### config.mk
export PLATFORM = sky130hd
export DESIGN_NAME = maple_in
export DESIGN_NICKNAME = d
export VERILOG_FILES = /design/src/rtl/maple_pkg.sv /design/src/rtl/maple_edge_sync.sv /design/src/rtl/maple_in.sv
export SDC_FILE = /design/constraint.sdc
export NUM_CORES = 1
export LEC_CHECK = 0
export CAP_MARGIN = 0
export CORE_ASPECT_RATIO = 0.75
export CORE_UTILIZATION = 37
export CTS_BUF_LIST = sky130_fd_sc_hd__clkbuf_8
export DETAILED_ROUTE_END_ITERATION = 6
export PLACE_DENSITY = 0.55
export SETUP_SLACK_MARGIN = 0.05
export SYNTH_ARGS = -nofsm -noshare
export SYNTH_HDL_FRONTEND = slang
export SYNTH_SLANG_ARGS = --single-unit
### constraint.sdc
create_clock -name clk -period 2.8 [get_ports clk]
set_input_delay 0.28 -clock clk [delete_from_list [all_inputs] [get_ports clk]]
set_output_delay 0.28 -clock clk [all_outputs]
set_load 0.05 [all_outputs]
### src/rtl/maple_pkg.sv
// Shared definitions for the Maple bus receive path.
//   rx_state_e     : receiver FSM states
//   START_PULSES   : pin5 falls expected inside a start pattern
//   END_PULSES     : pin1 falls expected inside an end pattern
//   PIN5_SLOT_MASK : bit positions carried on pin5 (the rest ride on pin1);
//                    same slot order the transmit stage uses
//   shift_in()     : MSB-first accumulate of one bit
package maple_pkg;

    typedef enum logic [2:0] {
        IDLE   = 3'd0,
        START  = 3'd1,
        DATA_A = 3'd2,
        DATA_B = 3'd3,
        END    = 3'd4
    } rx_state_e;

    localparam logic [2:0] START_PULSES = 3'd4;
    localparam logic [2:0] END_PULSES   = 3'd2;

    // Bits 7,5,3,1 are sampled from pin5 while pin1 clocks; bits 6,4,2,0 the other way round.
    localparam logic [7:0] PIN5_SLOT_MASK = 8'hAA;

    function automatic logic [7:0] shift_in(input logic [7:0] acc, input logic b);
        return {acc[6:0], b};
    endfunction

endpackage

### src/rtl/maple_edge_sync.sv
// Input synchronizer plus edge detector for one raw Maple bus line.
//   clk     : system clock
//   rst_n   : async active-low reset; chain presets to 1 (idle bus)
//   line_i  : raw asynchronous bus line
//   level_o : synchronized level
//   rise_o  : one-cycle pulse on a synchronized 0->1 transition
//   fall_o  : one-cycle pulse on a synchronized 1->0 transition
module maple_edge_sync #(
    parameter int SYNC_STAGES = 2
) (
    input  logic clk,
    input  logic rst_n,
    input  logic line_i,
    output logic level_o,
    output logic rise_o,
    output logic fall_o
);

    logic [SYNC_STAGES-1:0] sync_q;
    logic                   prev_q;

    always_ff @(posedge clk or negedge rst_n) begin
        if (!rst_n) begin
            sync_q <= '1;
            prev_q <= 1'b1;
        end else begin
            sync_q <= {sync_q[SYNC_STAGES-2:0], line_i};
            prev_q <= sync_q[SYNC_STAGES-1];
        end
    end

    assign level_o = sync_q[SYNC_STAGES-1];
    assign rise_o  = level_o & ~prev_q;
    assign fall_o  = ~level_o & prev_q;

endmodule

### src/rtl/maple_in.sv
// Maple bus receiver: decodes start/end patterns and MSB-first data bytes
// from the two bus lines and hands bytes to the receive FIFO.
//   clk          : system clock
//   rst_n        : async active-low reset
//   pin1, pin5   : raw bus lines SDCKA / SDCKB (asynchronous)
//   enable       : receiver armed (transmitter has released the bus)
//   fifo_full    : receive FIFO cannot accept a byte
//   fifo_data    : last received byte
//   fifo_write   : one-cycle write strobe for fifo_data
//   frame_start  : one-cycle pulse, start pattern accepted
//   frame_end    : one-cycle pulse, end pattern accepted
//   rx_busy      : receiver is outside IDLE
//   err_framing  : sticky protocol error, cleared by the next frame_start
//   err_overflow : sticky dropped-byte flag, cleared by the next frame_start
//
// state  | meaning
// IDLE   | waiting for pin1 to fall while pin5 is high
// START  | counting pin5 falls while pin1 is low
// DATA_A | pin1 is the clock; its fall samples pin5
// DATA_B | pin5 is the clock; its fall samples pin1
// END    | counting pin1 falls while pin5 is low
module maple_in
    import maple_pkg::*;
#(
    parameter int SYNC_STAGES    = 2,
    parameter int TIMEOUT_CYCLES = 4096,
    parameter int TO_W           = 13
) (
    input  logic       clk,
    input  logic       rst_n,
    input  logic       pin1,
    input  logic       pin5,
    input  logic       enable,
    input  logic       fifo_full,
    output logic [7:0] fifo_data,
    output logic       fifo_write,
    output logic       frame_start,
    output logic       frame_end,
    output logic       rx_busy,
    output logic       err_framing,
    output logic       err_overflow
);

    logic p1_lvl, p1_rise, p1_fall;
    logic p5_lvl, p5_rise, p5_fall;

    maple_edge_sync #(.SYNC_STAGES(SYNC_STAGES)) u_sync_pin1 (
        .clk     (clk),
        .rst_n   (rst_n),
        .line_i  (pin1),
        .level_o (p1_lvl),
        .rise_o  (p1_rise),
        .fall_o  (p1_fall)
    );

    maple_edge_sync #(.SYNC_STAGES(SYNC_STAGES)) u_sync_pin5 (
        .clk     (clk),
        .rst_n   (rst_n),
        .line_i  (pin5),
        .level_o (p5_lvl),
        .rise_o  (p5_rise),
        .fall_o  (p5_fall)
    );

    rx_state_e       state_q, state_d;
    logic [2:0]      pulse_q, pulse_d;
    logic [2:0]      bit_q, bit_d;
    logic [7:0]      shift_q, shift_d;
    logic [7:0]      data_q, data_d;
    logic            wr_q, wr_d;
    logic            fs_q, fs_d;
    logic            fe_q, fe_d;
    logic            ef_q, ef_d;
    logic            eo_q, eo_d;
    logic [TO_W-1:0] to_q, to_d;

    logic any_edge, both_edge, timeout_hit, do_shift, sample_bit;

    assign any_edge    = p1_rise | p1_fall | p5_rise | p5_fall;
    assign both_edge   = (p1_rise | p1_fall) & (p5_rise | p5_fall);
    assign timeout_hit = (to_q == TO_W'(TIMEOUT_CYCLES - 1)) && !any_edge;
    // Which line carries the current bit follows from its slot position.
    assign sample_bit  = PIN5_SLOT_MASK[3'd7 - bit_q] ? p5_lvl : p1_lvl;

    always_comb begin
        state_d  = state_q;
        pulse_d  = pulse_q;
        bit_d    = bit_q;
        shift_d  = shift_q;
        data_d   = data_q;
        wr_d     = 1'b0;
        fs_d     = 1'b0;
        fe_d     = 1'b0;
        ef_d     = ef_q;
        eo_d     = eo_q;
        to_d     = '0;
        do_shift = 1'b0;

        if (state_q != IDLE && !any_edge) begin
            to_d = to_q + TO_W'(1);
        end

        if (state_q != IDLE && !enable) begin
            // Transmitter took the bus back: silent abort.
            state_d = IDLE;
        end else if (state_q != IDLE && (both_edge || timeout_hit)) begin
            ef_d    = 1'b1;
            state_d = IDLE;
        end else begin
            case (state_q)
                IDLE: begin
                    if (enable && p1_fall && p5_lvl) begin
                        state_d = START;
                        pulse_d = '0;
                    end
                end
                START: begin
                    if (p1_rise) begin
                        if (pulse_q == START_PULSES) begin
                            state_d = DATA_A;
                            fs_d    = 1'b1;
                            ef_d    = 1'b0;
                            eo_d    = 1'b0;
                            bit_d   = '0;
                        end else begin
                            ef_d    = 1'b1;
                            state_d = IDLE;
                        end
                    end else if (p5_fall && !p1_lvl && pulse_q != 3'd7) begin
                        pulse_d = pulse_q + 3'd1;
                    end
                end
                DATA_A: begin
                    if (p1_fall) begin
                        do_shift = 1'b1;
                        state_d  = DATA_B;
                    end else if (p5_fall) begin
                        // Only a byte boundary with pin1 high may open an end pattern.
                        if (p1_lvl && bit_q == 3'd0) begin
                            state_d = END;
                            pulse_d = '0;
                        end else begin
                            ef_d    = 1'b1;
                            state_d = IDLE;
                        end
                    end
                end
                DATA_B: begin
                    if (p5_fall) begin
                        do_shift = 1'b1;
                        state_d  = DATA_A;
                    end
                end
                END: begin
                    if (p5_rise) begin
                        if (pulse_q == END_PULSES) begin
                            fe_d = 1'b1;
                        end else begin
                            ef_d = 1'b1;
                        end
                        state_d = IDLE;
                    end else if (p1_fall && !p5_lvl && pulse_q != 3'd7) begin
                        pulse_d = pulse_q + 3'd1;
                    end
                end
                default: state_d = IDLE;
            endcase
        end

        if (do_shift) begin
            shift_d = shift_in(shift_q, sample_bit);
            bit_d   = bit_q + 3'd1;
            if (bit_q == 3'd7) begin
                if (fifo_full) begin
                    eo_d = 1'b1;
                end else begin
                    wr_d   = 1'b1;
                    data_d = shift_d;
                end
            end
        end
    end

    always_ff @(posedge clk or negedge rst_n) begin
        if (!rst_n) begin
            state_q <= IDLE;
            pulse_q <= '0;
            bit_q   <= '0;
            shift_q <= '0;
            data_q  <= '0;
            wr_q    <= 1'b0;
            fs_q    <= 1'b0;
            fe_q    <= 1'b0;
            ef_q    <= 1'b0;
            eo_q    <= 1'b0;
            to_q    <= '0;
        end else begin
            state_q <= state_d;
            pulse_q <= pulse_d;
            bit_q   <= bit_d;
            shift_q <= shift_d;
            data_q  <= data_d;
            wr_q    <= wr_d;
            fs_q    <= fs_d;
            fe_q    <= fe_d;
            ef_q    <= ef_d;
            eo_q    <= eo_d;
            to_q    <= to_d;
        end
    end

    assign fifo_data    = data_q;
    assign fifo_write   = wr_q;
    assign frame_start  = fs_q;
    assign frame_end    = fe_q;
    assign rx_busy      = (state_q != IDLE);
    assign err_framing  = ef_q;
    assign err_overflow = eo_q;

endmodule

# After elaboration in Yosys (flattened, before gate mapping)
# Memory sizes are Yosys's and may differ from the RTL's.
# Index checks and enable logic that the tools add are counted.
[totals] ff_bits=48 romBits=8 inputBits=6 out_inout_bits=14 wordCells=160 n_memories=1
[mem_list] name="(name not given)" depth=8 word_bits=1 read_ports=1 rd_ports_with_merged_regs=0 wr=0 line_no="maple_in.sv:83" rtl="assign sample_bit = PIN5_SLOT_MASK[3'd7 - bit_q] ? p5_lvl : p1_lvl;"
[classes] addsub=4 magnitude_cmp=1 n_eq_ne=30 muxes=64 bitwise_logic=16 reduce_logical=29
[ops] op="2-to-1 mux 3 bit" n=23
[ops] op="2-to-1 mux 1 bit" n=35
[ops] op="inequality test 3 bit (second input constant)" n=7
[ops] op="inequality test 2 bit (second input constant)" n=10
[ops] op="inequality test 4 bit (second input constant)" n=4
[ops] op="one-hot mux 3 bit (5 select lines)" n=1
[ops] op="adder 13 x 1 -> 13 bit (second input constant)" n=1
[ops] op="equality test 13 x 12 -> 1 bit (second input constant)" n=1
[ops] op="2-to-1 mux 13 bit" n=1
[ops] op="one-hot mux 3 bit (4 select lines)" n=1
[ops] op="logical AND 1 bit" n=11
[ops] op="AND reduction 11 bit" n=1
[ops] op="AND reduction 5 bit" n=2
[ops] op="equality test 3 x 2 -> 1 bit (second input constant)" n=3
[ops] op="equality test 3 bit (second input constant)" n=3
[ops] op="AND reduction 8 bit" n=1
[ops] op="nonzero test 4 bit" n=2
[ops] op="NOT 1 bit" n=7
[ops] op="adder 3 x 1 -> 3 bit (second input constant)" n=2
[ops] op="zero test 3 bit" n=2
[ops] op="nonzero test 2 bit" n=3
[ops] op="AND 1 bit" n=5
[ops] op="inequality test 5 bit (second input constant)" n=1
[ops] op="zero test 1 bit" n=4
[ops] op="other kinds (10)" n=13

# Longest topological paths before layout
# Gate-level depths: netlist of run 1.
[depth] ltp_word=14 depth_mapped=8 ltp_nobuf=7

# Cells and area by module
# A second synthesis of run 1 with hierarchy kept.
[hier_totals] hier_cells=211 area_unflattened_um2=2369.8
[by_module_without_submodules] module="maple_in" n_inst=1 cells_each=201 area_per_inst_um2=2182.1 seq_area_each_um2=1051.0
[by_module_without_submodules] module="maple_edge_sync" n_inst=2 cells_each=5 area_per_inst_um2=93.8 seq_area_each_um2=78.8

# Worst setup path before layout of run 1
# No wires, ideal clock.
[synth_timing] path_type="register -> register" startpoint="reg u_sync_pin1.sync_q[1]" endpoint="reg data_q[1], in the netlist fifo_data[1]" setup_ns=0.125 arrival_time_ns=2.057 t_required_ns=2.675 slack_ns=0.618 stages_incl_launch_ff=7 n_path_buf=0 period_less_slack_ns=2.182 path_cell_list="dfstp_2 -> inv_1 -> ha_1 -> and4b_4 -> a21o_4 -> nor3_4 -> mux2_2"
[synth_via] elab_chain_cells=12 elab_cells_between_ends=16 cone_classes="mux (4); bitwise (7); reduce/logical (5)"
[synth_lines] element="start, declared" line_no="maple_edge_sync.sv:19" rtl="logic [SYNC_STAGES-1:0] sync_q;"
[synth_lines] element="start signal, assigned" line_no="maple_edge_sync.sv:27" rtl="sync_q <= {sync_q[SYNC_STAGES-2:0], line_i};"
[synth_lines] element="NOT 1 bit" line_no="maple_edge_sync.sv:34" rtl="assign fall_o = ~level_o & prev_q;"
[synth_lines] element="AND 1 bit" line_no="maple_edge_sync.sv:34"
[synth_lines] element="OR 1 bit" line_no="maple_in.sv:79, maple_in.sv:80"
[synth_lines] element="OR 1 bit (2 in series)" line_no="maple_in.sv:79" rtl="assign any_edge = p1_rise | p1_fall | p5_rise | p5_fall;"
[synth_lines] element="zero test 1 bit" line_no="maple_in.sv:81" rtl="assign timeout_hit = (to_q == TO_W'(TIMEOUT_CYCLES - 1)) && !any_edge;"
[synth_lines] element="logical AND 1 bit" line_no="maple_in.sv:81"
[synth_lines] element="logical OR 1 bit" line_no="maple_in.sv:106" rtl="end else if (state_q != IDLE && (both_edge || timeout_hit)) begin"
[synth_lines] element="logical AND 1 bit" line_no="maple_in.sv:106"
[synth_lines] element="2-to-1 mux 1 bit (*)" line_no="maple_in.sv:106"
[synth_lines] element="2-to-1 mux 1 bit (*)" line_no="maple_in.sv:103" rtl="if (state_q != IDLE && !enable) begin"
[synth_lines] element="AND reduction 3 bit (no line) (*)"
[synth_lines] element="end signal, assigned" line_no="maple_in.sv:202" rtl="data_q <= data_d;"
[synth_lines] element="end, declared" line_no="maple_in.sv:69" rtl="logic [7:0] data_q, data_d;"
# Every way passes the cells marked *; elsewhere a longest branch is shown, timed or not.
# A chain may end at the register's enable or synchronous reset.

# Final worst setup path of run 1
[layout_timing] startpoint="reg u_sync_pin1.sync_q[1]" endpoint="reg pulse_q[1]"
[layout_via] elab_chain_cells=11 elab_cells_between_ends=27 cone_classes="eq/ne (6); bitwise (8); reduce/logical (13)"
[layout_lines] element="NOT 1 bit" line_no="maple_edge_sync.sv:34"
[layout_lines] element="AND 1 bit" line_no="maple_edge_sync.sv:34"
[layout_lines] element="OR 1 bit" line_no="maple_in.sv:79, maple_in.sv:80"
[layout_lines] element="OR 1 bit (2 in series)" line_no="maple_in.sv:79"
[layout_lines] element="zero test 1 bit" line_no="maple_in.sv:81"
[layout_lines] element="logical AND 1 bit" line_no="maple_in.sv:81"
[layout_lines] element="logical OR 1 bit" line_no="maple_in.sv:106"
[layout_lines] element="logical AND 1 bit" line_no="maple_in.sv:106"
[layout_lines] element="NOT 1 bit (no line)"
[layout_lines] element="AND reduction 11 bit (no line) (*)"
[layout_lines] element="end signal, assigned" line_no="maple_in.sv:199" rtl="pulse_q <= pulse_d;"
[layout_lines] element="end, declared" line_no="maple_in.sv:66" rtl="logic [2:0] pulse_q, pulse_d;"
# Marks and branches as above.

==> tab_implementation.tex, run 1 <==
\begin{tabular}{lr}
\hline
Metric & Value \\
\hline
\multicolumn{2}{l}{\textbf{STA}} \\
\quad Max-slew violations & 0 \\
\quad Hold\_ws & about 160 ps \\
\quad Setup violations, final & 0 \\
\quad Transition time at the pin with the least slew margin & between 1000 and 1500 ps \\
\quad Setup TNS after final layout & 0 ps \\
\quad Hold Fails Final Rpt & 0 \\
\quad Min Clock Period, post-route & about 2400 ps \\
\quad Fin Clk Skew & about 6.7 ps \\
\quad Worst setup slack after layout & roughly 420 ps \\
\quad Ratio of final minimum period to clock period & 0.850 \\
\quad Max-Slew Margin vs Limit & 0.302 \\
\quad RSZ-0062 raised after global routing & false \\
\quad Peak Freq & approximately 0.42 GHz \\
\multicolumn{2}{l}{\textbf{Clock tree}} \\
\quad Maximum root-to-sink buffer count & 2 \\
\quad Number of H-tree branching levels & 2 \\
\quad Count of hold buffers inserted by post-cts repair & 0 \\
\quad CTS tree & built \\
\quad Clock root cell & clkbuf\_8 \\
\quad Clock insertion delay at the later pin of the skew report & 290 ps \\
\quad Number of buffers inserted during clock tree synthesis & 5 \\
\quad Post-CTS Setup Bufs & 0 \\
\quad Number of sinks driven by the clock tree & 48 \\
\quad CTS clock-pin slew for the worst setup and hold paths & around 90 ps \\
\quad Number of resized instances in the post-cts repair step & 0 \\
\multicolumn{2}{l}{\textbf{Setup path}} \\
\quad Slowest stage delay, CP & between 500 and 600 ps \\
\quad Arrival @ worst endpoint & between 2000 and 3000 ps \\
\quad Series of cell instances along the critical path & inv\_1, ha\_1, or2\_2, a21oi\_1, a21oi\_1, o311ai\_1, mux2i\_1 \\
\quad Worst Setup Path Type & reg -> reg \\
\quad Crit-path max FO & 5 \\
\quad Worst reg-to-reg path cell count & 7 \\
\quad Critical path launch point & u\_sync\_pin1.sync\_q[1]\$\_DFF\_PN1\_ \\
\quad Startpoint of the worst register-to-register path & u\_sync\_pin1.sync\_q[1]\$\_DFF\_PN1\_ \\
\quad Minimum setup slack among reg-to-reg paths & 420 ps \\
\quad Most prevalent standard cell on the critical path & a21oi\_1 \\
\quad Endpoint type of the worst setup path & flip-flop \\
\quad Worst flop-to-flop path endpoint & pulse\_q[1]\$\_DFFE\_PN0P\_ \\
\quad Worst setup SP type & flip-flop \\
\quad Cell with the biggest individual delay on the critical path & dfstp\_2 \\
\quad Data required time of the worst path & $\sim$3000 ps \\
\multicolumn{2}{l}{\textbf{Routing}} \\
\quad Post-route DRC violation count & 0 \\
\quad Post-DRT Antenna Nets & 0 \\
\quad WL per Instance & roughly 14 um \\
\quad Starting DRT DRC Count & about 170 \\
\quad Final wirelength & 4490 um \\
\quad Routed vias & 1,606 \\
\quad Iteration count of the initial detailed-routing pass & 4 \\
\quad Vias per std cell & roughly 5.1 \\
\multicolumn{2}{l}{\textbf{Floorplanning}} \\
\quad Site row count & 24 \\
\quad Core Area & 0.00595 mm2 \\
\quad Number of placed I/O pins & 20 \\
\quad Effective utilization at floorplan & 0.393 \\
\quad Die width & 93.8 um \\
\quad Die height & approximately 71 um \\
\quad Die area & about 0.0066 mm2 \\
\multicolumn{2}{l}{\textbf{Yosys}} \\
\quad Area leader, netlist & dfrtp\_1 \\
\quad Net count of the mapped netlist & approximately 230 \\
\quad XOR/XNOR Fraction of Synth Area & 0.0337 \\
\quad Most instantiated flip-flop cell in the synthesis netlist & dfrtp\_1 \\
\quad Mux contribution to synthesized area & 0.102 \\
\quad Async SR Flop Fraction & 1.00 \\
\quad Cells after synthesis & roughly 210 \\
\quad Adder-cell share of the synthesized area & 0.0643 \\
\quad Sequential area share after synthesis & 0.517 \\
\quad Synthesis-stage register bit count & 48 \\
\quad Simple-gate portion of the synthesized area & 0.166 \\
\quad Cell variety after synth & 44 \\
\quad Main combinational cell family by area after synthesis & simple AND/OR/NAND/NOR gates \\
\quad Leading post-synthesis cells by cell area & dfrtp\_1 45\%, mux2\_2 7.2\%, dfstp\_2 6.7\% \\
\quad Average footprint of a synthesized cell & around 11 um2 \\
\quad Count of flip-flops with a built-in enable after synthesis & 0 \\
\quad Share of the synthesized area in compound gates (AO/OA/AOI/OAI) & 0.0798 \\
\quad Summed instance area of the synthesized netlist & roughly 0.0023 mm2 \\
\quad Yosys synthesis warning count & 0 \\
\quad Area share of the largest cell type after synthesis & 0.450 \\
\multicolumn{2}{l}{\textbf{Placed design}} \\
\quad HPWL after DPL & roughly 3200 um \\
\quad Setup slack at placement & about 440 ps \\
\quad \# port buffers & 19 \\
\quad RePlAce Congestion & roughly 0.91 \\
\multicolumn{2}{l}{\textbf{Status}} \\
\quad Outcome & finished clean \\
\multicolumn{2}{l}{\textbf{Final layout}} \\
\quad Share of layout cells above drive strength 1 & 0.181 \\
\quad Layout area overhead & 18.1\% \\
\quad Final nets & between 200 and 300 \\
\quad Most common cell after layout, fill and taps aside & dfrtp\_1 \\
\quad Commonest non-fill, non-tap cells in the layout & 42 x dfrtp\_1, 21 x nor2\_1, 18 x clkdlybuf4s50\_1 \\
\quad ANT cells & 0 \\
\multicolumn{2}{l}{\textbf{GRT}} \\
\quad Total global routing overflow & 0 \\
\quad Largest net degree at the start of global routing & between 40 and 50 \\
\quad Number of global-route vias before repair & 1,583 \\
\quad Initial antenna violation count & 0 \\
\quad Wire length of the first global-routing pass & 7970 um \\
\quad Total track usage & 0.154 \\
\multicolumn{2}{l}{\textbf{Pwr}} \\
\quad PD cells & 666 mW/mm2 \\
\quad Leakage power summed over all cells & roughly 1.2 nW \\
\quad Worst vdd ir & about 0.00029 V \\
\multicolumn{2}{l}{\textbf{Job}} \\
\quad Number of max-capacitance violations reported & 0 \\
\multicolumn{2}{l}{\textbf{Min path}} \\
\quad Hold/Removal Path Class & in -> async \\
\hline
\end{tabular}
stage by stage:
step | power [mW] | std cells | area [um2] | util
finish | 1.84 | 316 | 2760 | 0.464
global route | 1.95 | 316 | 2760 | 0.464
CTS | 1.86 | 316 | 2760 | 0.464
detailed placement | 1.31 | 308 | 2630 | 0.443
global placement | 1.30 | 308 | 2630 | 0.443
floorplan | 1.16 | 211 | 2340 | -
registers in the layout (all words and copies together) (netlist names):
signal	count
bit_q	3
err_framing	1
err_overflow	1
fifo_data	8
fifo_write	1
frame_end	1
frame_start	1
pulse_q	3
shift_q	7
state_q	3
to_q	13
u_sync_pin1.prev_q	1
u_sync_pin1.sync_q	2
u_sync_pin5.prev_q	1
u_sync_pin5.sync_q	2
Yosys cell counts, types with 3 or more instances:
| cell type | instances |
|---|---|
| o21ai_0 | 5 |
| nand2b_1 | 3 |
| dfstp_2 | 6 |
| dfrtp_1 | 42 |
| nand4_1 | 4 |
| nand2_1 | 14 |
| ha_1 | 12 |
| mux2i_1 | 7 |
| nor2b_1 | 3 |
| inv_1 | 15 |
| xor2_1 | 3 |
| nor3_1 | 4 |
| mux2_2 | 15 |
| a211oi_1 | 3 |
| xnor2_1 | 6 |
| nand3_1 | 7 |
| a21oi_1 | 8 |
| nor2_1 | 21 |
layout make-up:
type	count	area (um2)
clock buffer	7	96.3
timing repair buffer	24	223
clock inverter	1	30.0
tap	78	97.6
inverter	16	60.1
sequential	48	1210
multi-input combinational	142	1040
fill	585	3190
metal layers:
metal  wire length (um)  GRT usage
met5                  0          0
met3                251     0.0387
met2               1810      0.208
met1               2400      0.246
met4                 30     0.0359
critical path, delay by kind of cell (launching register included):
| family | cells | cell delay, ps |
|---|---|---|
| multiplexers | 1 | 270 |
| adder cells (fa/ha/maj) | 1 | 320 |
| buffers and inverters | 1 | 70 |
| AND/OR/NAND/NOR | 1 | 320 |
| AO/OA/AOI/OAI | 3 | 730 |
| flip-flops | 1 | 580 |
worst max path at each step:
| stage | endpoint | slack (ps) | depth (start not counted) |
|---|---|---|---|
| final | pulse_q[1]$_DFFE_PN0P_ | 420 | 7 |
| after floorplan | fifo_data[1]$_DFFE_PN0P_ | 620 | 6 |
| after global placement | fifo_data[3]$_DFFE_PN0P_ | 470 | 6 |
| after detailed placement | fifo_data[5]$_DFFE_PN0P_ | 440 | 6 |
| after CTS | fifo_data[7]$_DFFE_PN0P_ | 410 | 6 |
| after global routing | pulse_q[1]$_DFFE_PN0P_ | 250 | 7 |
cell families after synthesis:
kind of cell	Yosys count
XOR/XNOR	9
buffers and inverters	21
multiplexers	22
flip-flops	48
AO/OA/AOI/OAI	27
AND/OR/NAND/NOR	72
adder cells (fa/ha/maj)	12
power by group:
| part | total [mW] | switching [mW] | internal, mW | leakage, nW |
|---|---|---|---|---|
| logic | 0.483 | 0.297 | 0.186 | 0.523 |
| clock network | 0.542 | 0.227 | 0.315 | 0.0645 |
| registers | 0.811 | 0.0561 | 0.754 | 0.636 |
(Power assumes the default switching activity.)
==> inputs of run 2 (changes only) <==
--- a/config.mk
+++ b/config.mk
@@ -10,6 +10,7 @@
 export CORE_UTILIZATION = 37
 export CTS_BUF_LIST = sky130_fd_sc_hd__clkbuf_8
 export DETAILED_ROUTE_END_ITERATION = 6
+export GPL_TIMING_DRIVEN = 1
 export PLACE_DENSITY = 0.55
 export SETUP_SLACK_MARGIN = 0.05
 export SYNTH_ARGS = -nofsm -noshare
==> results of run 2 <==
The final DEF is identical to that of run 1; final timing and power are the same.
